**config.mk**
```make
export PLATFORM = sky130hd
export DESIGN_NAME = led_alert_ctrl
export DESIGN_NICKNAME = d
export VERILOG_FILES = /design/src/rtl/led_alert_ctrl.sv
export SDC_FILE = /design/constraint.sdc
export NUM_CORES = 1
export LEC_CHECK = 0
export BUFFER_PORTS_ARGS = -buffer_cell sky130_fd_sc_hd__buf_2
export CAP_MARGIN = 20
export CORE_MARGIN = 2
export CORE_UTILIZATION = 65
export CTS_CLUSTER_DIAMETER = 150
export CTS_CLUSTER_SIZE = 25
export DETAILED_ROUTE_END_ITERATION = 10
export GPL_ROUTABILITY_DRIVEN = 1
export HOLD_SLACK_MARGIN = 0.12
export PLACE_DENSITY = 0.85
export RECOVER_POWER = 50
export SYNTH_ARGS = -nofsm -noshare
export SYNTH_HDL_FRONTEND = slang
export SYNTH_SLANG_ARGS = --single-unit
```
**constraint.sdc**
```tcl
create_clock -name clk -period 7.1 [get_ports clk]
set_clock_uncertainty 0.2 [all_clocks]
set_input_delay 0.355 -clock clk [delete_from_list [all_inputs] [get_ports clk]]
set_output_delay 0.355 -clock clk [all_outputs]
set_load 0.01 [all_outputs]
```
**src/rtl/led_alert_ctrl.sv**
```systemverilog
// Multi-channel LED alert driver: per-channel OFF / SOLID / BLINK / counted BURST modes,
// paced by a shared prescaler tick. All BLINK channels share one phase.
//
// Burst FSM states (per channel):
//   state    | meaning
//   ST_IDLE  | no burst; waiting for a trigger rise while mode==BURST
//   ST_ON    | flash lit for hp ticks
//   ST_OFF   | flash dark for hp ticks; the last OFF window ends the burst
module led_alert_ctrl #(
  parameter int NUM_CH   = 16,
  parameter int TICK_DIV = 10_000_000,
  parameter int PERIOD_W = 8,
  parameter int CNT_W    = 4
) (
  input  logic                  clk,
  input  logic                  rst_n,
  input  logic                  en,
  input  logic [2*NUM_CH-1:0]   mode,
  input  logic [PERIOD_W-1:0]   half_period,
  input  logic [CNT_W-1:0]      burst_len,
  input  logic [NUM_CH-1:0]     trigger,
  output logic [NUM_CH-1:0]     led,
  output logic [NUM_CH-1:0]     burst_busy,
  output logic [NUM_CH-1:0]     burst_done
);

  localparam int PW = (TICK_DIV > 1) ? $clog2(TICK_DIV) : 1;
  localparam logic [PW-1:0] PRE_MAX = PW'(TICK_DIV - 1);

  typedef enum logic [1:0] {ST_IDLE, ST_ON, ST_OFF} state_t;

  logic [PW-1:0]       r_pre;
  logic                w_tick;
  logic [PERIOD_W-1:0] w_hp;
  logic [PERIOD_W-1:0] w_hp_m1;
  logic [PERIOD_W-1:0] r_pcnt;
  logic                r_phase;
  logic [NUM_CH-1:0]   r_trig_q;
  logic [NUM_CH-1:0]   w_rise;

  assign w_tick  = en && (r_pre == PRE_MAX);
  assign w_hp    = (half_period == '0) ? PERIOD_W'(1) : half_period;
  assign w_hp_m1 = w_hp - PERIOD_W'(1);
  assign w_rise  = trigger & ~r_trig_q;

  always_ff @(posedge clk or negedge rst_n) begin
    if (!rst_n) begin
      r_pre <= '0;
    end else if (en) begin
      r_pre <= w_tick ? '0 : r_pre + PW'(1);
    end
  end

  // >= rather than == so a lowered half_period wraps on the next tick
  always_ff @(posedge clk or negedge rst_n) begin
    if (!rst_n) begin
      r_pcnt  <= '0;
      r_phase <= 1'b0;
    end else if (w_tick) begin
      if (r_pcnt >= w_hp_m1) begin
        r_pcnt  <= '0;
        r_phase <= ~r_phase;
      end else begin
        r_pcnt <= r_pcnt + PERIOD_W'(1);
      end
    end
  end

  always_ff @(posedge clk or negedge rst_n) begin
    if (!rst_n) r_trig_q <= '0;
    else        r_trig_q <= trigger;
  end

  for (genvar i = 0; i < NUM_CH; i++) begin : g_ch
    logic [1:0]          w_mode;
    state_t              r_state;
    logic [CNT_W-1:0]    r_cnt;
    logic [PERIOD_W-1:0] r_tcnt;
    logic                r_led;
    logic                r_busy;
    logic                r_done;

    assign w_mode        = mode[2*i +: 2];
    assign led[i]        = r_led;
    assign burst_busy[i] = r_busy;
    assign burst_done[i] = r_done;

    always_ff @(posedge clk or negedge rst_n) begin
      if (!rst_n) begin
        r_state <= ST_IDLE;
        r_cnt   <= '0;
        r_tcnt  <= '0;
        r_led   <= 1'b0;
        r_busy  <= 1'b0;
        r_done  <= 1'b0;
      end else begin
        r_done <= 1'b0;
        unique case (w_mode)
          2'b00:   r_led <= 1'b0;
          2'b01:   r_led <= 1'b1;
          2'b10:   r_led <= r_phase;
          default: r_led <= (r_state == ST_ON);
        endcase
        // Leaving BURST aborts silently; no done pulse
        if (w_mode != 2'b11) begin
          r_state <= ST_IDLE;
          r_busy  <= 1'b0;
        end else begin
          unique case (r_state)
            ST_IDLE: begin
              if (w_rise[i] && (burst_len != '0)) begin
                r_cnt   <= burst_len;
                r_tcnt  <= '0;
                r_state <= ST_ON;
                r_busy  <= 1'b1;
              end
            end
            ST_ON: begin
              if (w_tick) begin
                if (r_tcnt >= w_hp_m1) begin
                  r_tcnt  <= '0;
                  r_state <= ST_OFF;
                end else begin
                  r_tcnt <= r_tcnt + PERIOD_W'(1);
                end
              end
            end
            ST_OFF: begin
              if (w_tick) begin
                if (r_tcnt >= w_hp_m1) begin
                  r_tcnt <= '0;
                  if (r_cnt == CNT_W'(1)) begin
                    r_state <= ST_IDLE;
                    r_busy  <= 1'b0;
                    r_done  <= 1'b1;
                  end else begin
                    r_cnt   <= r_cnt - CNT_W'(1);
                    r_state <= ST_ON;
                  end
                end else begin
                  r_tcnt <= r_tcnt + PERIOD_W'(1);
                end
              end
            end
            default: begin
              r_state <= ST_IDLE;
              r_busy  <= 1'b0;
            end
          endcase
        end
      end
    end
  end

endmodule

```
==> impl_metrics.toml <==
[detailed_routing]
wl_per_cell_um = 19.6
routed_via_density = 6.61
wl_um = 61500
drc = 0
dr.pass1.iters = 5
drt-initial-drc-count = 1736
ant_nets = 0
num_vias = 20800

[yosys]
post_synth.cell_area_avg_um2 = 8.90
ys_ff_latch = 321
synth_nets = 2876
synth-edff-count = 0
synth_flop_cell = "dfrtp_1"
synth_seq_area_share = 0.350
synthCells = 2581
ys_warn_count = 0
yosysUniqueCellTypes = 101
syn_area_mm2 = 0.0230
async_reset_ff_frac = 1.00

[critical_path]
cp_cell_sequence = "dlygate4sd3_1, clkbuf_2, clkbuf_2"
cp-start-kind = "primary input"
path_common_cell = "clkbuf_2"
worstPathArrival_ns = 4.69
cp_max_fo = 121
max_stage_delay_ns = 2.13
slowest_stage = "clkbuf_2"
end_kind = "asynchronous set/reset pin"
crit_type = "in -> async"
cp.required_ns = 7.24

[timing]
max_slew_margin = -1.09
rsz0062_at_grt = "no"
setup_viol = 0
hold_viol = 0
slew_violations = 186
period_share = 0.640
tightest_slew_ns = 3.13
fmax_ghz = 0.220
layout_setup_ws_ns = 2.56
finalSetupTns_ns = 0
min_period_ns = 4.54
whs_ns = 0.135

[floorplanning]
io_pins = 111
dieArea_mm2 = 0.0368
start_util = 0.663
coreArea_mm2 = 0.0346
die-height_um = 192
fp-row-count = 68
die_width_um = 192

[grt]
grt_pass1_vias = 19800
grtUsageTotal = 0.331
overflow = 0
grt_pass1_wl_um = 99200
antenna_found_initial = 8
grt_max_degree = 139

[clock_tree]
postCtsSetupBuffers = 0
cts_hold_buf = 77
numCtsBuffers = 16
post_cts_resized = 0
cts.sink_count = 321
clk-insertion-delay-late_ns = 0.54
clk_pin_slew_ns = 0.10
htreeDepth = 1
cts_root_buffer = "clkbuf_16"
cts_buffer_depth = 3
cts_tree = "yes"

[placed_design]
dp.final_hpwl_um = 41900
place_area_mm2 = 0.0235
routabilityCongestion = 0.919
place_inst = 3036
port-buffer-count = 110
pre_cts_slack_ns = 2.13

[power_and_ir_drop]
p_int_mw = 2.83
clkPwrFrac = 0.260
power_density_mw_per_mm2 = 167
switchingPower_mw = 1.31
pwr-share-comb = 0.215
sw_frac_of_total = 0.316
ir_drop_uv = 199
p_total_mw = 4.13
power.leakage_nw = 11.0
p_seq_frac = 0.524

[final_layout]
drive_above_1_share = 0.0669
fin_util = 0.713
syn2layout_area_growth_pct = 7.54
fin_area_mm2 = 0.0247
nNetsFinal = 2972
fin_cells = 3140
mostFrequentLayoutCells = "321 x dfrtp_1, 252 x nand2_1, 232 x ha_1, 187 x o21ai_0, 156 x nor2_1"
final_common_cell = "dfrtp_1"

[hold_path]
hp-class = "in -> reg"

[run_status]
violations = "max-capacitance violations, max-slew violations"
status = "complete, but fails checks"

[job]
maxCapViolCount = 2
[synthesized netlist by cell type (20+ instances only)]
cell type,count,area share
nor2b_1,23,0.0063
and3_1,61,0.017
buf_4,51,0.017
o2111ai_1,26,0.0099
a22o_1,28,0.011
mux2i_1,43,0.019
o21a_1,20,0.0065
nand2_1,252,0.041
o21ai_0,187,0.041
ha_1,232,0.13
nand4_1,33,0.0090
nand2b_1,62,0.017
clkbuf_1,51,0.0083
or3_1,26,0.0071
a21oi_1,140,0.031
dfrtp_1,321,0.35
nand3_1,136,0.030
and2_1,24,0.0065
o22ai_1,24,0.0065
nor4_1,37,0.010
a31oi_1,25,0.0068
nor3_1,50,0.011
a21o_1,32,0.010
inv_1,140,0.023
nor2_1,156,0.026
[state kept, by name (all words and copies together), names as in the netlist]
register,count
r_pre,24
g_ch.r_done,16
r_pcnt,8
g_ch.r_cnt,64
r_phase,1
g_ch.r_led,16
g_ch.r_state,32
g_ch.r_busy,16
r_trig_q,16
g_ch.r_tcnt,128
[worst paths after layout]
path | start | endpoint | slack (ns) | depth (start not counted)
min in group asynchronous | rst_n | g_ch[0].r_led | 1.15 | 2
setup / recovery | rst_n | g_ch[10].r_tcnt[6] | 2.56 | 3
max in group clk | half_period[1] | g_ch[15].r_cnt[0] | 2.58 | 15
hold reg to reg | r_pre[4] | r_pre[4] | 0.28 | 1
setup reg to reg | r_pre[11] | g_ch[2].r_busy | 3.01 | 9
hold / removal | mode[9] | g_ch[4].r_done | 0.14 | 4
[final cells by class]
cell class | count | area [µm²]
clock inverter | 1 | 30.0
multi-input combinational | 1988 | 13700
sequential | 321 | 8030
fill | 2594 | 9930
antenna | 8 | 20.0
timing repair buffer | 210 | 1430
clock buffer | 17 | 425
tap | 455 | 569
inverter | 140 | 526
[cell families after synthesis]
kind of cell,Yosys count,synth area share
flops,321,0.350
simple gates,949,0.213
mux,57,0.0256
fa+ha+maj,232,0.126
xor+xnor,30,0.0114
compound gates,720,0.216
buf+inv,272,0.0572
[worst max-delay path: cells and delay by family]
kind	cells	cell delay, ns
buffers and inverters	3	4.17
[layer usage]
layer  vias up  wire length [µm]  track usage
met3       173              4530       0.0504
met1     10100             25300        0.429
met5         -                13            0
met4         2              2780        0.151
li1       9668                 -            -
met2       829             28900        0.547
[power by group through the flow]
stage	registers (mW)	clock network [mW]	logic, mW
3_5_place_dp	2.20	0	0.849
5_1_grt	2.19	1.16	1.00
3_3_place_gp	2.18	0	0.792
4_1_cts	2.16	1.09	0.885
2_1_floorplan	2.15	0	0.622
6_report	2.17	1.08	0.891
Note: power is estimated with default switching activity, not from simulation.
